<file path="config.mk">
export PLATFORM = sky130hd
export DESIGN_NAME = lcd_hd44780_drv
export DESIGN_NICKNAME = d
export VERILOG_FILES = /design/src/rtl/lcd_pkg.sv /design/src/rtl/lcd_byte_tx.sv /design/src/rtl/lcd_hd44780_drv.sv
export SDC_FILE = /design/constraint.sdc
export NUM_CORES = 1
export LEC_CHECK = 0
export ABC_CLOCK_PERIOD_IN_PS = 4500
export CAP_MARGIN = 20
export CELL_PAD_IN_SITES_DETAIL_PLACEMENT = 0
export CELL_PAD_IN_SITES_GLOBAL_PLACEMENT = 1
export CORE_UTILIZATION = 34
export CTS_CLUSTER_DIAMETER = 150
export CTS_CLUSTER_SIZE = 16
export DETAILED_ROUTE_END_ITERATION = 16
export GPL_TIMING_DRIVEN = 0
export MAX_ROUTING_LAYER = met4
export PLACE_DENSITY_LB_ADDON = 0.1
export SYNTH_ARGS = -nofsm -noshare
export SYNTH_HDL_FRONTEND = slang
export SYNTH_SLANG_ARGS = --single-unit
</file>
<file path="constraint.sdc">
create_clock -name clk -period 4.5 [get_ports clk]
set_clock_uncertainty 0.2 [all_clocks]
set_input_delay 1.125 -clock clk [delete_from_list [all_inputs] [get_ports clk]]
set_output_delay 1.125 -clock clk [all_outputs]
set_load 0.01 [all_outputs]
</file>
<file path="src/rtl/lcd_pkg.sv">
// lcd_pkg: default HD44780 timing (50 MHz cycles), command codes and FSM encodings
// shared by the byte transmitter and the top-level sequencer.
package lcd_pkg;
    localparam int LCD_T_PWRUP = 750000;
    localparam int LCD_T_INIT1 = 205000;
    localparam int LCD_T_INIT2 = 5000;
    localparam int LCD_T_E     = 12;
    localparam int LCD_T_NIB   = 50;
    localparam int LCD_T_CMD   = 2000;
    localparam int LCD_T_CLR   = 82000;

    localparam logic [7:0] FUNC_SET = 8'h28;
    localparam logic [7:0] ENTRY    = 8'h06;
    localparam logic [7:0] DISP_ON  = 8'h0C;
    localparam logic [7:0] CLEAR    = 8'h01;
    localparam logic [7:0] ADDR_L1  = 8'h80;
    localparam logic [7:0] ADDR_L2  = 8'hC0;

    typedef enum logic [2:0] {
        ST_PWRUP, ST_INIT_NIB, ST_INIT_CMD, ST_SET_ADDR, ST_WRITE_CHAR
    } lcd_state_e;

    typedef enum logic [2:0] {
        TX_IDLE, TX_SUH, TX_EH, TX_GAP, TX_SUL, TX_EL, TX_WAIT
    } tx_state_e;

    function automatic logic [7:0] init_cmd(input logic [1:0] step);
        return step == 2'd0 ? FUNC_SET : step == 2'd1 ? ENTRY : step == 2'd2 ? DISP_ON : CLEAR;
    endfunction
endpackage

</file>
<file path="src/rtl/lcd_byte_tx.sv">
// lcd_byte_tx: sends one byte (or a lone low nibble) over the 4-bit HD44780 bus,
// owning E pulse timing and the post-byte wait; the byte is latched on start.
module lcd_byte_tx
    import lcd_pkg::*;
#(
    parameter int T_E   = LCD_T_E,
    parameter int T_NIB = LCD_T_NIB
) (
    input  logic        clk,
    input  logic        reset,
    input  logic        start,
    input  logic [7:0]  tx_byte,
    input  logic        rs,
    input  logic        nibble_only,
    input  logic [19:0] post_wait,
    output logic        busy,
    output logic        done,
    output logic        lcd_rs,
    output logic        lcd_e,
    output logic [3:0]  lcd_d
);
    tx_state_e   st_q, st_d;
    logic [19:0] cnt_q, cnt_d, wait_q, wait_d;
    logic [3:0]  nib_q, nib_d, lo_q, lo_d;
    logic        rs_q, rs_d, e_q, e_d, done_q, done_d, nib_only_q, nib_only_d;
    logic        take, last;

    always_ff @(posedge clk) begin
        if (reset) begin
            st_q       <= TX_IDLE;
            cnt_q      <= '0;
            wait_q     <= '0;
            nib_q      <= '0;
            lo_q       <= '0;
            rs_q       <= 1'b0;
            e_q        <= 1'b0;
            done_q     <= 1'b0;
            nib_only_q <= 1'b0;
        end else begin
            st_q       <= st_d;
            cnt_q      <= cnt_d;
            wait_q     <= wait_d;
            nib_q      <= nib_d;
            lo_q       <= lo_d;
            rs_q       <= rs_d;
            e_q        <= e_d;
            done_q     <= done_d;
            nib_only_q <= nib_only_d;
        end
    end

    always_comb begin
        last = (st_q == TX_EH || st_q == TX_EL) ? cnt_q == 20'(T_E - 1) :
               st_q == TX_GAP                   ? cnt_q == 20'(T_NIB - 1) :
               st_q == TX_WAIT                  ? cnt_q + 20'd1 >= wait_q : 1'b1;
        st_d = st_q;
        case (st_q)
            TX_IDLE: if (start) st_d = TX_SUH;
            TX_SUH:  st_d = TX_EH;
            TX_EH:   if (last) st_d = nib_only_q ? TX_WAIT : TX_GAP;
            TX_GAP:  if (last) st_d = TX_SUL;
            TX_SUL:  st_d = TX_EL;
            TX_EL:   if (last) st_d = TX_WAIT;
            TX_WAIT: if (last) st_d = TX_IDLE;
            default: st_d = TX_IDLE;
        endcase
    end

    always_comb begin
        take       = st_q == TX_IDLE && start;
        cnt_d      = st_d != st_q ? '0 : cnt_q + 20'd1;
        nib_d      = take ? (nibble_only ? tx_byte[3:0] : tx_byte[7:4]) :
                     (st_q == TX_GAP && last) ? lo_q : nib_q;
        lo_d       = take ? tx_byte[3:0] : lo_q;
        rs_d       = take ? rs : rs_q;
        wait_d     = take ? post_wait : wait_q;
        nib_only_d = take ? nibble_only : nib_only_q;
        // E follows the next state so its high time equals the E state dwell exactly
        e_d        = st_d == TX_EH || st_d == TX_EL;
        done_d     = st_q == TX_WAIT && last;
    end

    assign busy   = st_q != TX_IDLE;
    assign done   = done_q;
    assign lcd_rs = rs_q;
    assign lcd_e  = e_q;
    assign lcd_d  = nib_q;
endmodule

</file>
<file path="src/rtl/lcd_hd44780_drv.sv">
// lcd_hd44780_drv: HD44780 2x16 init + continuous refresh from the chars bus.
// Define LCD_FRAME_SNAPSHOT_EN to write each frame from a shadow copy taken at SET_ADDR(L1).
module lcd_hd44780_drv
    import lcd_pkg::*;
#(
    parameter int T_PWRUP = LCD_T_PWRUP,
    parameter int T_INIT1 = LCD_T_INIT1,
    parameter int T_INIT2 = LCD_T_INIT2,
    parameter int T_E     = LCD_T_E,
    parameter int T_NIB   = LCD_T_NIB,
    parameter int T_CMD   = LCD_T_CMD,
    parameter int T_CLR   = LCD_T_CLR
) (
    input  logic         clk,
    input  logic         reset,
    input  logic [255:0] chars,
    output logic         lcd_rs,
    output logic         lcd_rw,
    output logic         lcd_e,
    output logic         lcd_4,
    output logic         lcd_5,
    output logic         lcd_6,
    output logic         lcd_7,
    output logic         ready,
    output logic         frame_done
);
    lcd_state_e   st_q, st_d;
    logic [19:0]  cnt_q, cnt_d, post_wait;
    logic [1:0]   step_q, step_d;
    logic [4:0]   idx_q, idx_d;
    logic         pend_q, pend_d, ready_q, ready_d, fdone_q, fdone_d;
    logic         start, adv, tx_busy, tx_done, tx_rs, nib_only;
    logic [7:0]   tx_byte, chr;
    logic [3:0]   lcd_d;
    logic [255:0] src;

`ifdef LCD_FRAME_SNAPSHOT_EN
    logic [255:0] snap_q, snap_d;
    always_comb snap_d = (st_q == ST_SET_ADDR && !pend_q && !idx_q[4]) ? chars : snap_q;
    always_ff @(posedge clk) snap_q <= reset ? '0 : snap_d;
    assign src = snap_q;
`else
    assign src = chars;
`endif

    always_ff @(posedge clk) begin
        if (reset) begin
            st_q    <= ST_PWRUP;
            cnt_q   <= '0;
            step_q  <= '0;
            idx_q   <= '0;
            pend_q  <= 1'b0;
            ready_q <= 1'b0;
            fdone_q <= 1'b0;
        end else begin
            st_q    <= st_d;
            cnt_q   <= cnt_d;
            step_q  <= step_d;
            idx_q   <= idx_d;
            pend_q  <= pend_d;
            ready_q <= ready_d;
            fdone_q <= fdone_d;
        end
    end

    assign start = st_q != ST_PWRUP && !pend_q && !tx_busy;
    assign adv   = pend_q && tx_done;

    always_comb begin
        st_d = st_q;
        case (st_q)
            ST_PWRUP:      if (cnt_q == 20'(T_PWRUP - 1)) st_d = ST_INIT_NIB;
            ST_INIT_NIB:   if (adv && step_q == 2'd3) st_d = ST_INIT_CMD;
            ST_INIT_CMD:   if (adv && step_q == 2'd3) st_d = ST_SET_ADDR;
            ST_SET_ADDR:   if (adv) st_d = ST_WRITE_CHAR;
            ST_WRITE_CHAR: if (adv && idx_q[3:0] == 4'hF) st_d = ST_SET_ADDR;
            default:       st_d = ST_PWRUP;
        endcase
    end

    always_comb begin
        cnt_d     = st_q == ST_PWRUP ? cnt_q + 20'd1 : '0;
        step_d    = st_d != st_q ? 2'd0 : adv ? step_q + 2'd1 : step_q;
        idx_d     = (st_q == ST_WRITE_CHAR && adv) ? idx_q + 5'd1 : idx_q;
        pend_d    = start ? 1'b1 : adv ? 1'b0 : pend_q;
        ready_d   = ready_q | (st_q == ST_INIT_CMD && st_d == ST_SET_ADDR);
        fdone_d   = st_q == ST_WRITE_CHAR && adv && idx_q == 5'd31;
        // {~idx, 3'b0} == 8*(31-idx): column 0 of line 1 lives in the top byte
        chr       = src[{~idx_q, 3'b000} +: 8];
        tx_byte   = st_q == ST_INIT_NIB ? (step_q == 2'd3 ? 8'h02 : 8'h03) :
                    st_q == ST_INIT_CMD ? init_cmd(step_q) :
                    st_q == ST_SET_ADDR ? (idx_q[4] ? ADDR_L2 : ADDR_L1) : chr;
        tx_rs     = st_q == ST_WRITE_CHAR;
        nib_only  = st_q == ST_INIT_NIB;
        post_wait = st_q == ST_INIT_NIB ? (step_q == 2'd0 ? 20'(T_INIT1) :
                                           step_q == 2'd1 ? 20'(T_INIT2) : 20'(T_CMD)) :
                    (st_q == ST_INIT_CMD && step_q == 2'd3) ? 20'(T_CLR) : 20'(T_CMD);
    end

    lcd_byte_tx #(.T_E(T_E), .T_NIB(T_NIB)) u_tx (
        .clk         (clk),
        .reset       (reset),
        .start       (start),
        .tx_byte     (tx_byte),
        .rs          (tx_rs),
        .nibble_only (nib_only),
        .post_wait   (post_wait),
        .busy        (tx_busy),
        .done        (tx_done),
        .lcd_rs      (lcd_rs),
        .lcd_e       (lcd_e),
        .lcd_d       (lcd_d)
    );

    assign {lcd_7, lcd_6, lcd_5, lcd_4} = lcd_d;
    assign lcd_rw     = 1'b0;
    assign ready      = ready_q;
    assign frame_done = fdone_q;
endmodule
</file>
==> reports/results.ini, run 1 <==
[cells_and_area]
mostFrequentLayoutCell = clkdlybuf4s50_1
fillers = 1545
area_delta_synth_final_pct = 53.0
layout_common_cells = 265 x clkdlybuf4s50_1, 80 x mux4_2, 78 x dfxtp_1
drive_above_1_share_pct = 14.3
final_cells = 1103
nNetsFinal = 1151
stdcell_area_um2 = 9300

[detailed_routing]
antenna_left = 0
via_per_inst = 5.52
drt_pass1_iterations = 5
drcViolationCount = 0
drt_iter0_drc = 262
vias = 6091
wl_mm = 23.2
avgRoutedWirePerCell_um = 21.0

[floorplan]
core_um2 = 17400
io_pins = 267
die_y_um = 136
rows = 48
die_w_um = 136
die-area_um2 = 18400
start_util_pct = 35.0

[setup_path]
worstReg2RegStart = u_tx.cnt_q[0]$_SDFF_PP0_
timing.rr.end = u_tx.cnt_q[10]$_SDFF_PP0_
r2r_setup_slack_ns = 0.82
cp-end-kind = register
setup.worst_path.start_class = register
cp.required_ns = 4.55
path_max_fanout = 10
rr_worst_depth = 12
cp.arrival_ns = 3.74
crit_type = reg -> reg

[synth]
async_reset_ff_share_pct = 0
synthTopCellsByArea = mux4_2 30%, dfxtp_1 26%, ha_1 4.5%
yosysTopAreaCell = mux4_2
synth_edf_count = 0
yosys_warnings = 0
synth_nets = 874
ys_ff_latch = 78
postSynthAreaPerCell_um2 = 10.2
synthesis.area_um2 = 6080
yosysSeqAreaShare_pct = 25.7
synth-main-ff-cell = dfxtp_1
synth_cells = 594
netlist.area_leader.share_pct = 29.6
yosysUniqueCellTypes = 62

[global_route]
grt_max_degree = 15
antenna_found_initial = 2
grt_remaining_overflow = 0
grtUsageTotal_pct = 27.1
grt_pass1_wl_mm = 36.5
grt_pass1_vias = 6520

[pwr]
p_switching_w = 0.000499
leakagePower_nw = 3.18
swShare_pct = 26.3
p_clk_share_pct = 36.0
power_frac_comb_pct = 25.1
power_density_nw_per_um2 = 204
p_total_w = 0.00190
p_int_w = 0.00140
power_frac_seq_pct = 38.9
worst_ir_drop_vdd_v = 0.000135

[placement]
dp_hpwl_mm = 19.6
portBuffers = 265
gp_congestion = 0.888
post_dp_cell_area_um2 = 9020
placed_cells = 1085

[timing]
tightest_slew_ns = 0.800
drv_slew = 0
rsz0062_at_grt = false
final.period_utilization_pct = 81.9
period_needed_ns = 3.68
setup_viol_count_final = 0
tns_ns = 0
fmaxAchievable_ghz = 0.271
hold_violations = 0
timing.slew.headroom_pct = 46.7

[hold_path]
worstHoldPathCells = 1
min_path_type = reg -> reg
whs_endpoint = cnt_q[0]$_SDFF_PP0_
min-delay-start = cnt_q[0]$_SDFF_PP0_

[clock_tree]
cts_tree = done
cts_setup_buffers = 0
cts_buffers = 9
root_buffer = clkbuf_16
path_clk_slew_ns = 0.07
cts_resized = 0
cts.sinks = 78
clkLatencyLatePin_ns = 0.34
clock_path_buffers = 2
cts-hold-fix-buffers = 0
h-tree-depth = 3

[outcome]
status = complete, no violations

[flow_run]
maxCapViolations = 0

-- state kept, by name, summed over array words and instances, names as in the netlist --
signal / flops
st_q: 3
u_tx.lcd_e: 1
frame_done: 1
u_tx.wait_q: 10
u_tx.cnt_q: 20
step_q: 2
u_tx.done: 1
u_tx.st_q: 3
u_tx.lo_q: 4
u_tx.lcd_rs: 1
u_tx.lcd_d: 4
u_tx.nib_only_q: 1
idx_q: 5
pend_q: 1
ready: 1
cnt_q: 20
-- cells by family after synthesis --
group | Yosys count | synth area share, %
AO/OA/AOI/OAI | 79 | 8.79
XOR/XNOR | 39 | 5.62
adder cells (fa/ha/maj) | 22 | 4.53
buffers and inverters | 61 | 4.53
flip-flops | 78 | 25.7
multiplexers | 89 | 31.1
other | 1 | 0.0617
AND/OR/NAND/NOR | 225 | 19.7
-- metrics by stage --
step / util [%] / worst slack [ns] / hold WS (ns)
floorplan: - / 1.47 / 0.226
global placement: 51.9 / 0.912 / 0.233
detailed placement: 52.0 / 0.864 / 0.250
CTS: 53.5 / 0.820 / 0.266
global route: 53.6 / 0.474 / 0.282
finish: 53.6 / 0.816 / 0.262
-- critical path, stage by stage, from the launching register on --
cell      delay (ns)
dfxtp_1         0.44
ha_1            0.29
nand3_1         0.20
nor2_1          0.28
and3_1          0.21
xor2_1          0.23
ha_1            0.28
and3_1          0.20
a221oi_1        0.35
a311o_1         0.35
a311oi_2        0.16
buf_4           0.21
nor3b_1         0.19
-- area by class of cell --
type / instances / area, um^2 / share of cell area [%]
multi-input combinational: 455 / 4240 / 45.6
timing repair buffer: 266 / 2660 / 28.6
sequential: 78 / 1560 / 16.8
tap: 225 / 282 / 3.03
clock buffer: 9 / 225 / 2.42
buffer: 41 / 200 / 2.15
inverter: 20 / 75.1 / 0.807
clock inverter: 7 / 50.0 / 0.538
antenna: 2 / 5.00 / 0.0538
-- synthesized netlist by cell type (all sizes together), types with 3 or more instances --
cell type / instances
nor4: 6
xnor2: 17
nand2: 43
dfxtp: 78
a311oi: 3
xor2: 22
o21ai: 11
mux4: 80
a31oi: 3
mux2i: 9
ha: 22
nor3b: 15
a21oi: 28
or3: 5
nor2: 59
and2: 3
nand3b: 3
inv: 20
nor2b: 3
and4: 4
clkbuf: 22
nor3: 21
a311o: 3
and3: 9
buf: 19
a211oi: 8
a221oi: 5
nand2b: 4
nand3: 24
nor4bb: 3
nor4b: 4
nand4: 13
-- worst max path at each step --
stage                                   startpoint                   endpoint  slack [ns]  cells past startpoint
after floorplan           u_tx.cnt_q[0]$_SDFF_PP0_   u_tx.cnt_q[5]$_SDFF_PP0_        1.47                     12
after global placement    u_tx.cnt_q[0]$_SDFF_PP0_   u_tx.cnt_q[5]$_SDFF_PP0_        0.91                     12
after detailed placement  u_tx.cnt_q[0]$_SDFF_PP0_  u_tx.cnt_q[13]$_SDFF_PP0_        0.86                     12
after CTS                 u_tx.cnt_q[0]$_SDFF_PP0_  u_tx.cnt_q[13]$_SDFF_PP0_        0.82                     12
after global routing      u_tx.cnt_q[0]$_SDFF_PP0_  u_tx.cnt_q[12]$_SDFF_PP0_        0.47                     12
final                     u_tx.cnt_q[0]$_SDFF_PP0_  u_tx.cnt_q[10]$_SDFF_PP0_        0.82                     12
-- power groups by stage --
stage | combinational (W) | sequential, W | clock (W)
final | 0.000475 | 0.000738 | 0.000683
after global routing | 0.000511 | 0.000742 | 0.000731
after CTS | 0.000476 | 0.000738 | 0.000696
after detailed placement | 0.000473 | 0.000754 | 0
after global placement | 0.000464 | 0.000752 | 0
after floorplan | 0.000183 | 0.000749 | 0
-- routing by layer --
| metal | share of wire (%) | global-route usage, % | vias to the layer above |
|---|---|---|---|
| li1 | - | - | 2853 |
| met1 | 42 | 33.1 | 3004 |
| met2 | 52 | 47.1 | 209 |
| met3 | 4.1 | 3.55 | 25 |
| met4 | 1.6 | 6.18 | 0 |
| met5 | 0 | - | - |
(Power assumes the default switching activity.)
==> run 2: changes to the inputs <==
--- a/config.mk
+++ b/config.mk
@@ -5,11 +5,11 @@
 export SDC_FILE = /design/constraint.sdc
 export NUM_CORES = 1
 export LEC_CHECK = 0
-export ABC_CLOCK_PERIOD_IN_PS = 4500
+export ABC_CLOCK_PERIOD_IN_PS = 3150
 export CAP_MARGIN = 20
 export CELL_PAD_IN_SITES_DETAIL_PLACEMENT = 0
 export CELL_PAD_IN_SITES_GLOBAL_PLACEMENT = 1
-export CORE_UTILIZATION = 34
+export CORE_UTILIZATION = 29
 export CTS_CLUSTER_DIAMETER = 150
 export CTS_CLUSTER_SIZE = 16
 export DETAILED_ROUTE_END_ITERATION = 16
==> constraint.sdc (replaced) <==
create_clock -name clk -period 3.15 [get_ports clk]
set_clock_uncertainty 0.2 [all_clocks]
set_input_delay 0.7875 -clock clk [delete_from_list [all_inputs] [get_ports clk]]
set_output_delay 0.7875 -clock clk [all_outputs]
set_load 0.01 [all_outputs]
==> run 2 against run 1 <==
- the flow now finishes with violations (setup timing)
- cell count increased by 6.3%
- non-clock buffer count increased by 24
- fmax is 16% higher
- sequential power increased by 44%
- critical endpoint is now u_tx.cnt_q[13]$_SDFF_PP0_
- highest routed layer unchanged
==> reports/results.ini, run 2 (synthesis gave the netlist of run 1 again) <==
[detailed_routing]
drt_iter0_drc = 258  ; -1.5%
drcViolationCount = 0  ; unchanged
vias = 6107  ; +0.26%
via_per_inst = 5.21  ; -5.6%
avgRoutedWirePerCell_um = 20.2  ; -3.9%
antenna_left = 0  ; unchanged
drt_pass1_iterations = 4  ; -1
wl_mm = 23.7  ; +2.1%

[cells_and_area]
layout_common_cells = 265 x clkdlybuf4s50_1, 80 x mux4_2, 70 x dfxtp_1
final_cells = 1172  ; +6.3%
fillers = 1910  ; +24%
stdcell_area_um2 = 9840  ; +5.9%
largestRegisters = cnt_q: 20 flops, u_tx.cnt_q: 20 flops, u_tx.wait_q: 10 flops
area_delta_synth_final_pct = 62.0
drive_above_1_share_pct = 21.6  ; +7.3 points
mostFrequentLayoutCell = clkdlybuf4s50_1
fin_util_pct = 48.3  ; -5.2 points
nNetsFinal = 1175  ; +2.1%

[pwr]
power_frac_comb_pct = 26.7  ; +1.6 points
power_frac_seq_pct = 37.7  ; -1.2 points
worst_ir_drop_vdd_v = 0.000262  ; +94%
power_density_nw_per_um2 = 285  ; +40%
p_int_w = 0.00205  ; +46%
p_clk_share_pct = 35.6  ; -0.4 points
p_switching_w = 0.000758  ; +52%
leakagePower_nw = 3.42  ; +7.7%
swShare_pct = 27.0  ; +0.72 points

[placement]
gp_congestion = 0.849  ; -4.3%
place_ws_ns = -0.601  ; -1.47 ns
post_dp_cell_area_um2 = 9070  ; +0.62%
dp_hpwl_mm = 19.9  ; +1.4%
placed_cells = 1130  ; +4.1%
portBuffers = 265  ; unchanged

[setup_path]
path_buf_inv = 3  ; +2
cp-end-kind = register
critical_path.top_delay_family = compound AO/OA/AOI/OAI gates
path_max_fanout = 5  ; -5
cpPeakStageDelay_ns = 0.37  ; -0.07 ns
setup.worst_path.start_class = register
cp.required_ns = 3.15  ; -1.40 ns
path_common_cell = buf_6
crit_slowest_cell = a311o_1
crit_type = reg -> reg
cp_cell_sequence = buf_6 > nand4_4 > nor2_2 > nand2_1 > xnor2_1 > ha_1 > and3_4 > nand3_2 > a31o_1 > a311o_1 > a311oi_2 > buf_4 > buf_6 > nor3b_2
cp.arrival_ns = 3.17  ; -0.57 ns

[timing]
fmaxAchievable_ghz = 0.315  ; +16%
drv_slew = 0  ; unchanged
final.period_utilization_pct = 101  ; +19 points
tightest_slew_ns = 0.813  ; +0.0126 ns
period_needed_ns = 3.17  ; -0.514 ns
hold_ws_ns = 0.260  ; -0.00220 ns
setup_ws_ns = -0.0208  ; -0.836 ns
setup_viol_count_final = 18  ; +18
timing.slew.headroom_pct = 45.8  ; -0.84 points
rsz0062_at_grt = true
hold_violations = 0  ; unchanged

[global_route]
grt_pass1_wl_mm = 36.5  ; unchanged
grtUsageTotal_pct = 22.8  ; -4.2 points
antenna_found_initial = 2  ; unchanged
grt_pass1_vias = 6606  ; +1.3%
grt_max_degree = 16  ; +1
grt_remaining_overflow = 0  ; unchanged

[clock_tree]
path_clk_slew_ns = 0.07  ; about the same
h-tree-depth = 3  ; unchanged
cts_tree = done
clkLatencyLatePin_ns = 0.34  ; about the same
clock_path_buffers = 2  ; unchanged
root_buffer = clkbuf_16
cts.sinks = 78  ; unchanged
cts_buffers = 9  ; unchanged
cts-hold-fix-buffers = 0  ; unchanged

[floorplan]
die-area_um2 = 21500  ; +17%
die_w_um = 147  ; +8.2%
io_pins = 267  ; unchanged
start_util_pct = 29.8  ; -5.2 points
die_y_um = 147  ; +8.2%
rows = 52  ; +8.3%
core_um2 = 20400  ; +17%

[flow_run]
maxCapViolations = 0  ; unchanged

[outcome]
status = finished, violations left
violations = setup timing

[hold_path]
min_path_type = reg -> reg

## run 2: worst reg2reg max path, stage by stage (launching register included)
cell,delay (ns)
dfxtp_2,0.32
buf_6,0.10
nand4_4,0.17
nor2_2,0.18
nand2_1,0.08
xnor2_1,0.17
ha_1,0.31
and3_4,0.20
nand3_2,0.10
a31o_1,0.20
a311o_1,0.37
a311oi_2,0.24
buf_4,0.20
buf_6,0.15
nor3b_2,0.05
## run 2: path summary, 6_finish.rpt
kind                            start  cells after the start                   endpoint  slack [ns]
max reg2reg  u_tx.cnt_q[4]$_SDFF_PP0_                     14  u_tx.cnt_q[13]$_SDFF_PP0_       -0.02
min               cnt_q[0]$_SDFF_PP0_                      1        cnt_q[0]$_SDFF_PP0_        0.26
max          u_tx.cnt_q[4]$_SDFF_PP0_                     14  u_tx.cnt_q[13]$_SDFF_PP0_       -0.02
min reg2reg       cnt_q[0]$_SDFF_PP0_                      1        cnt_q[0]$_SDFF_PP0_        0.26
## run 2: per-layer routing
layer / routed length, um / GRT usage [%] / share of wire [%]
met3: 1130 / 3.42 / 4.8
met2: 13000 / 41.9 / 55
met1: 9140 / 25.8 / 39
met4: 426 / 5.63 / 1.8
met5: 0 / - / 0
## run 2: through the flow
step / TNS, ns / total power (W)
after global placement: -9.74 / 0.00174
after global routing: -2.96 / 0.00293
after CTS: 0 / 0.00281
final: -0.211 / 0.00280
after detailed placement: -11.89 / 0.00176
after floorplan: 0 / 0.00133
## run 2: cell type report
| class | instances | area [um^2] | share of cell area [%] |
|---|---|---|---|
| clock buffers | 9 | 225 | 2.29 |
| repair buffers | 290 | 2870 | 29.1 |
| flip-flops and latches | 78 | 1580 | 16.1 |
| plain buffers | 41 | 219 | 2.22 |
| multi-input cells | 455 | 4480 | 45.5 |
| inverters | 20 | 75.1 | 0.763 |
| diodes | 2 | 5.00 | 0.0508 |
| clock inverters | 7 | 58.8 | 0.597 |
| well taps | 270 | 338 | 3.43 |
## run 2: repair_timing
| action | in CTS | in global routing |
|---|---|---|
| resized for setup | 42 | 29 |
| setup endpoints to repair | 23 | 23 |
| endpoints found under the hold margin | 0 | 0 |
| setup buffers | 14 | 8 |
| pin swaps | 11 | 17 |
| gates cloned | 2 | 0 |
## run 2: power by group through the flow
stage	registers, W	logic [W]	clock network (W)
after floorplan	0.00107	0.000261	0
after global placement	0.00107	0.000663	0
final	0.00106	0.000749	0.000997
after detailed placement	0.00108	0.000685	0
after CTS	0.00106	0.000731	0.00102
after global routing	0.00106	0.000805	0.00106
